[src/rtl/mips_ctrl_pkg.sv]
// Shared encodings for the multi-cycle MIPS controller: FSM states, instruction
// fields, ALU operation codes and datapath mux selects.
package mips_ctrl_pkg;

   typedef enum logic [3:0] {
      FETCH    = 4'd0,
      DECODE   = 4'd1,
      MEMADR   = 4'd2,
      MEMRD    = 4'd3,
      MEMWB    = 4'd4,
      MEMWR    = 4'd5,
      RTYPE_EX = 4'd6,
      RTYPE_WB = 4'd7,
      IMM_EX   = 4'd8,
      IMM_WB   = 4'd9,
      BRANCH   = 4'd10,
      JUMP     = 4'd11
   } state_t;

   // Which rule picks the ALU operation in the current state.
   typedef enum logic [1:0] {
      CLS_ADD   = 2'd0,
      CLS_SUB   = 2'd1,
      CLS_RTYPE = 2'd2,
      CLS_IMM   = 2'd3
   } alu_class_t;

   localparam logic [5:0] OP_RTYPE = 6'b000000;
   localparam logic [5:0] OP_J     = 6'b000010;
   localparam logic [5:0] OP_BEQ   = 6'b000100;
   localparam logic [5:0] OP_BNE   = 6'b000101;
   localparam logic [5:0] OP_ADDI  = 6'b001000;
   localparam logic [5:0] OP_ANDI  = 6'b001100;
   localparam logic [5:0] OP_ORI   = 6'b001101;
   localparam logic [5:0] OP_XORI  = 6'b001110;
   localparam logic [5:0] OP_LUI   = 6'b001111;
   localparam logic [5:0] OP_LW    = 6'b100011;
   localparam logic [5:0] OP_SW    = 6'b101011;

   localparam logic [5:0] FN_SLL = 6'b000000;
   localparam logic [5:0] FN_SRL = 6'b000010;
   localparam logic [5:0] FN_SRA = 6'b000011;
   localparam logic [5:0] FN_ADD = 6'b100000;
   localparam logic [5:0] FN_SUB = 6'b100010;
   localparam logic [5:0] FN_AND = 6'b100100;
   localparam logic [5:0] FN_OR  = 6'b100101;
   localparam logic [5:0] FN_XOR = 6'b100110;
   localparam logic [5:0] FN_SLT = 6'b101010;

   localparam logic [3:0] ALU_ADD = 4'b0000;
   localparam logic [3:0] ALU_SUB = 4'b0001;
   localparam logic [3:0] ALU_AND = 4'b0010;
   localparam logic [3:0] ALU_OR  = 4'b0011;
   localparam logic [3:0] ALU_XOR = 4'b0100;
   localparam logic [3:0] ALU_SLL = 4'b0101;
   localparam logic [3:0] ALU_SRL = 4'b0110;
   localparam logic [3:0] ALU_SRA = 4'b0111;
   localparam logic [3:0] ALU_SLT = 4'b1000;
   localparam logic [3:0] ALU_LUI = 4'b1110;

   localparam logic [1:0] SRC_B_REG    = 2'b00;
   localparam logic [1:0] SRC_B_FOUR   = 2'b01;
   localparam logic [1:0] SRC_B_IMM    = 2'b10;
   localparam logic [1:0] SRC_B_IMM_SH = 2'b11;

   localparam logic [1:0] PC_SRC_ALU    = 2'b00;
   localparam logic [1:0] PC_SRC_ALUOUT = 2'b01;
   localparam logic [1:0] PC_SRC_JUMP   = 2'b10;

endpackage

[src/rtl/alu_decoder.sv]
// Maps state class, opcode and funct to an ALU operation, and flags whether the
// instruction is one this controller supports.
module alu_decoder
   import mips_ctrl_pkg::*;
(
   input  alu_class_t  alu_class,
   input  logic [5:0]  opcode,
   input  logic [5:0]  funct,
   output logic [3:0]  alu_control,
   output logic        valid
);

   logic [3:0] fn_code;
   logic       fn_ok;
   logic [3:0] imm_code;
   logic       op_ok;

   always_comb begin
      fn_code = ALU_ADD;
      fn_ok   = 1'b1;
      case (funct)
         FN_ADD:  fn_code = ALU_ADD;
         FN_SUB:  fn_code = ALU_SUB;
         FN_AND:  fn_code = ALU_AND;
         FN_OR:   fn_code = ALU_OR;
         FN_XOR:  fn_code = ALU_XOR;
         FN_SLT:  fn_code = ALU_SLT;
         FN_SLL:  fn_code = ALU_SLL;
         FN_SRL:  fn_code = ALU_SRL;
         FN_SRA:  fn_code = ALU_SRA;
         default: fn_ok   = 1'b0;
      endcase
   end

   always_comb begin
      imm_code = ALU_ADD;
      op_ok    = 1'b1;
      case (opcode)
         OP_ADDI:  imm_code = ALU_ADD;
         OP_ANDI:  imm_code = ALU_AND;
         OP_ORI:   imm_code = ALU_OR;
         OP_XORI:  imm_code = ALU_XOR;
         OP_LUI:   imm_code = ALU_LUI;
         OP_RTYPE: op_ok    = fn_ok;
         OP_LW, OP_SW, OP_BEQ, OP_BNE, OP_J: op_ok = 1'b1;
         default:  op_ok    = 1'b0;
      endcase
   end

   always_comb begin
      case (alu_class)
         CLS_SUB:   alu_control = ALU_SUB;
         CLS_RTYPE: alu_control = fn_code;
         CLS_IMM:   alu_control = imm_code;
         default:   alu_control = ALU_ADD;
      endcase
   end

   assign valid = op_ok;

endmodule

[src/rtl/multicycle_controller.sv]
// Moore sequencing FSM for the multi-cycle MIPS datapath; stalls on mem_ready
// and resolves BEQ/BNE from the ALU zero flag in the BRANCH state.
module multicycle_controller
   import mips_ctrl_pkg::*;
(
   input  logic        clk,
   input  logic        rst,
   input  logic [5:0]  opcode,
   input  logic [5:0]  funct,
   input  logic        zero,
   input  logic        mem_ready,
   output logic        pc_write,
   output logic        ir_write,
   output logic        iord,
   output logic        mem_write,
   output logic        mem_read,
   output logic        reg_write,
   output logic        reg_dst,
   output logic        mem_to_reg,
   output logic        alu_src_a,
   output logic [1:0]  alu_src_b,
   output logic [1:0]  pc_src,
   output logic [3:0]  alu_control,
   output logic        illegal,
   output logic [3:0]  state
);

   state_t     state_q;
   state_t     state_d;
   alu_class_t alu_class;
   logic       op_valid;

   alu_decoder u_alu_decoder (
      .alu_class   (alu_class),
      .opcode      (opcode),
      .funct       (funct),
      .alu_control (alu_control),
      .valid       (op_valid)
   );

   always_ff @(posedge clk) begin
      if (rst) state_q <= FETCH;
      else     state_q <= state_d;
   end

   always_comb begin
      state_d = state_q;
      case (state_q)
         FETCH:    if (mem_ready) state_d = DECODE;
         DECODE: begin
            state_d = FETCH;
            if (op_valid) begin
               case (opcode)
                  OP_LW, OP_SW:   state_d = MEMADR;
                  OP_RTYPE:       state_d = RTYPE_EX;
                  OP_BEQ, OP_BNE: state_d = BRANCH;
                  OP_ADDI, OP_ANDI, OP_ORI, OP_XORI, OP_LUI: state_d = IMM_EX;
                  OP_J:           state_d = JUMP;
                  default:        state_d = FETCH;
               endcase
            end
         end
         MEMADR:   state_d = (opcode == OP_LW) ? MEMRD : MEMWR;
         MEMRD:    if (mem_ready) state_d = MEMWB;
         MEMWR:    if (mem_ready) state_d = FETCH;
         RTYPE_EX: state_d = RTYPE_WB;
         IMM_EX:   state_d = IMM_WB;
         default:  state_d = FETCH;
      endcase
   end

   // Kept apart from the output block so the decoder result never feeds back into its own select.
   always_comb begin
      case (state_q)
         BRANCH:   alu_class = CLS_SUB;
         RTYPE_EX: alu_class = CLS_RTYPE;
         IMM_EX:   alu_class = CLS_IMM;
         default:  alu_class = CLS_ADD;
      endcase
   end

   always_comb begin
      pc_write   = 1'b0;
      ir_write   = 1'b0;
      iord       = 1'b0;
      mem_write  = 1'b0;
      mem_read   = 1'b0;
      reg_write  = 1'b0;
      reg_dst    = 1'b0;
      mem_to_reg = 1'b0;
      alu_src_a  = 1'b0;
      alu_src_b  = SRC_B_REG;
      pc_src     = PC_SRC_ALU;
      illegal    = 1'b0;
      case (state_q)
         FETCH: begin
            mem_read  = 1'b1;
            alu_src_b = SRC_B_FOUR;
            ir_write  = mem_ready;
            pc_write  = mem_ready;
         end
         DECODE: begin
            alu_src_b = SRC_B_IMM_SH;
            illegal   = ~op_valid;
         end
         MEMADR: begin
            alu_src_a = 1'b1;
            alu_src_b = SRC_B_IMM;
         end
         MEMRD: begin
            mem_read = 1'b1;
            iord     = 1'b1;
         end
         MEMWB: begin
            reg_write  = 1'b1;
            mem_to_reg = 1'b1;
         end
         MEMWR: begin
            mem_write = 1'b1;
            iord      = 1'b1;
         end
         RTYPE_EX: alu_src_a = 1'b1;
         RTYPE_WB: begin
            reg_write = 1'b1;
            reg_dst   = 1'b1;
         end
         IMM_EX: begin
            alu_src_a = 1'b1;
            alu_src_b = SRC_B_IMM;
         end
         IMM_WB:   reg_write = 1'b1;
         BRANCH: begin
            alu_src_a = 1'b1;
            pc_src    = PC_SRC_ALUOUT;
            pc_write  = zero ^ (opcode == OP_BNE);
         end
         JUMP: begin
            pc_src   = PC_SRC_JUMP;
            pc_write = 1'b1;
         end
         default: ;
      endcase
      // Reset cycle must never commit a PC, IR, register or memory update.
      if (rst) begin
         pc_write  = 1'b0;
         ir_write  = 1'b0;
         reg_write = 1'b0;
         mem_write = 1'b0;
         mem_read  = 1'b0;
         illegal   = 1'b0;
      end
   end

   assign state = state_q;

endmodule

[config.mk]
export PLATFORM = sky130hd
export DESIGN_NAME = multicycle_controller
export DESIGN_NICKNAME = d
export VERILOG_FILES = /design/src/rtl/mips_ctrl_pkg.sv /design/src/rtl/alu_decoder.sv /design/src/rtl/multicycle_controller.sv
export SDC_FILE = /design/constraint.sdc
export NUM_CORES = 1
export LEC_CHECK = 0
export ABC_AREA = 1
export BUFFER_PORTS_ARGS = -buffer_cell sky130_fd_sc_hd__buf_2
export CORE_MARGIN = 2
export CORE_UTILIZATION = 30
export CTS_BUF_LIST = sky130_fd_sc_hd__clkbuf_4 sky130_fd_sc_hd__clkbuf_8
export DETAILED_ROUTE_END_ITERATION = 16
export PLACE_DENSITY = 0.69
export REMOVE_ABC_BUFFERS = 1
export SYNTH_ARGS = -nofsm -noshare
export SYNTH_HDL_FRONTEND = slang
export SYNTH_SLANG_ARGS = --single-unit
[constraint.sdc]
create_clock -name clk -period 2.05 [get_ports clk]
set_clock_uncertainty 0.05 [all_clocks]
set_input_delay 0.205 -clock clk [delete_from_list [all_inputs] [get_ports clk]]
set_output_delay 0.205 -clock clk [all_outputs]
set_load 0.05 [all_outputs]
==> impl_metrics.py <==
metrics = {
    "outcome": {
        "status": "completed",
    },
    "die": {
        "die_x_um": 53.7,
        "core_um2": 2410,
        "dieArea_um2": 2890,
        "io_pins": 38,
        "die_h_um": 53.7,
        "row_count": 18,
        "initial_core_util_pct": 30.8,
    },
    "clock_network": {
        "root_buffer": "clkbuf_4",
        "clockBufferDepth": 2,
        "cts-hold-fix-buffers": 0,
        "clkSinkCount": 4,
        "clk_pin_slew_ns": 0.04,
        "htreeDepth": 1,
        "cts_made_buffers": 3,
        "clock_latency_ns": 0.23,
        "cts_tree": "built",
    },
    "power_and_ir_drop": {
        "ir_drop_uv": 372,
        "totalPowerFinal_uw": 333,
        "powerDensity_nw_per_um2": 338,
        "cellLeakagePower_uw": 0.000579,
    },
    "routing": {
        "via_per_inst": 4.64,
        "initialDrtViolationCount": 18,
        "drc_errors": 0,
        "vias": 989,
        "dr.pass1.iters": 4,
        "wl_um": 2050,
        "wl_per_cell_um": 9.61,
        "drt.antenna.violating_nets": 0,
    },
    "layout": {
        "drive_above_1_share_pct": 31.7,
        "utilization_pct": 40.9,
        "largest_register_ffs": 4,
        "finish.net_count": 201,
        "instances_no_fill": 213,
        "final_area_um2": 985,
        "syn2layout_area_growth_pct": 32.7,
        "diodes": 0,
    },
    "sta": {
        "rsz0062_at_grt": "no",
        "worst_slew_pin_slew_ns": 0.289,
        "fin_crit_sh_pct": 95.3,
        "fmax_ghz": 0.512,
        "slew_headroom_pct": 80.7,
        "hold_violations": 0,
        "slew_violations": 0,
        "setup_viol": 0,
        "finalCriticalPeriod_ns": 1.95,
        "setup_tns_ns": 0,
    },
    "critical_path": {
        "startpoint_type": "register",
        "critPathArrivalTime_ns": 1.70,
        "critPathMaxFanout": 7,
        "crit_required_ns": 1.79,
        "cp-end-kind": "primary output",
        "setup.worst_path.class": "register to primary output",
    },
    "logic_synthesis": {
        "synth_seq_cells": 4,
        "syn_area_per_cell_um2": 5.15,
        "syn_inst": 144,
        "ys_types": 21,
        "synth_area_um2": 742,
        "yosysWarnings": 0,
        "seq_area_frac_synth_pct": 10.8,
    },
    "placement": {
        "dp_hpwl_um": 1730,
        "dp.cells": 210,
        "place_area_um2": 961,
        "portBuffers": 37,
        "routabilityCongestion": 0.877,
    },
    "global_routing": {
        "grt_pass1_wl_um": 3300,
        "grt-ovfl-total": 0,
        "antenna_found_initial": 0,
        "grt_max_degree": 10,
        "grt_usage_pct": 14.9,
        "grt_pass1_vias": 810,
    },
    "hold_path": {
        "hold_path_class": "input pin to register",
    },
    "flow_run": {
        "max-cap-violations": 0,
    },
}
-- report_power, final --
group	switching [uW]	total (uW)	leakage (uW)	internal, uW
Combinational	108	151	0.000533	42.6
Clock	30.5	95.8	0.0000138	65.4
Sequential	5.23	86.1	0.0000330	80.9
-- critical path, stage by stage (launching register included) --
cell and delay (ns):
dfxtp_1 0.38, nor2_2 0.17, inv_1 0.08, nor2_2 0.24, nand3_1 0.15, o22ai_1 0.15
buf_2 0.29
-- cells in the mapped netlist (all sizes together) --
cell type	n	area, um^2
o22ai	3	18.8
dfxtp	4	80.1
inv	30	113
o21ai	9	45.0
and3	1	6.26
nor3	5	35.0
nand4	4	25.0
a31oi	2	12.5
nand2	30	115
nand3	13	65.1
nor2	34	168
o211ai	1	12.5
a41oi	1	8.76
a32oi	1	8.76
buf	1	3.75
a21oi	5	25.0
-- stage by stage --
stage | worst slack, ns | hold WS (ns)
after detailed placement | 0.318 | 0.436
after global routing | 0.0266 | 0.209
after floorplan | -0.838 | 0.224
final | 0.0972 | 0.200
after CTS | 0.119 | 0.189
after global placement | 0.322 | 0.439
-- area by class of cell --
| type | count | area (um^2) |
|---|---|---|
| clock buffer | 3 | 22.5 |
| fill | 279 | 1430 |
| inverter | 30 | 113 |
| multi-input combinational | 109 | 546 |
| sequential | 4 | 81.3 |
| tap | 30 | 37.5 |
| timing repair buffer | 37 | 185 |
-- timing repair --
item | in CTS | in global routing
endpoints found under the setup margin | 0 | 1
setup buffers | 0 | 0
gates resized for setup | 0 | 1
-- cell usage in the layout, fill, tap and decap left out, drive strengths merged --
master / count
nand2: 30
o21ai: 9
dfxtp: 4
inv: 30
nand3: 13
nor3: 5
o211ai: 1
a32oi: 1
buf: 37
a31oi: 2
and3: 1
a41oi: 1
nand4: 4
o22ai: 3
nor2: 34
clkbuf: 3
a21oi: 5
-- path summary, 6_finish.rpt --
kind | start | end | slack, ns | depth (start not counted)
setup / recovery | state[0] | alu_control[3] | 0.1 | 6
hold / removal | rst | state[2] | 0.20 | 2
setup reg to reg | state[0] | state[0] | 0.59 | 7
hold reg to reg | state[1] | state[1] | 0.67 | 4
-- kinds of logic after synthesis --
kind of cell    after synthesis  share of synthesized area, %
flops                         4                          10.8
simple gates                 87                          55.8
compound gates               22                          17.7
buf+inv                      31                          15.7
-- metal layers --
layer  track usage [%]  up-vias  wire length (um)
met5                 0        -                 0
met4              1.28        0                 0
met3              3.33        0                83
met2              22.8       30               953
met1              21.8      420              1010
li1                  -      539                 -
No activity file was read; power rests on OpenSTA's default activity.
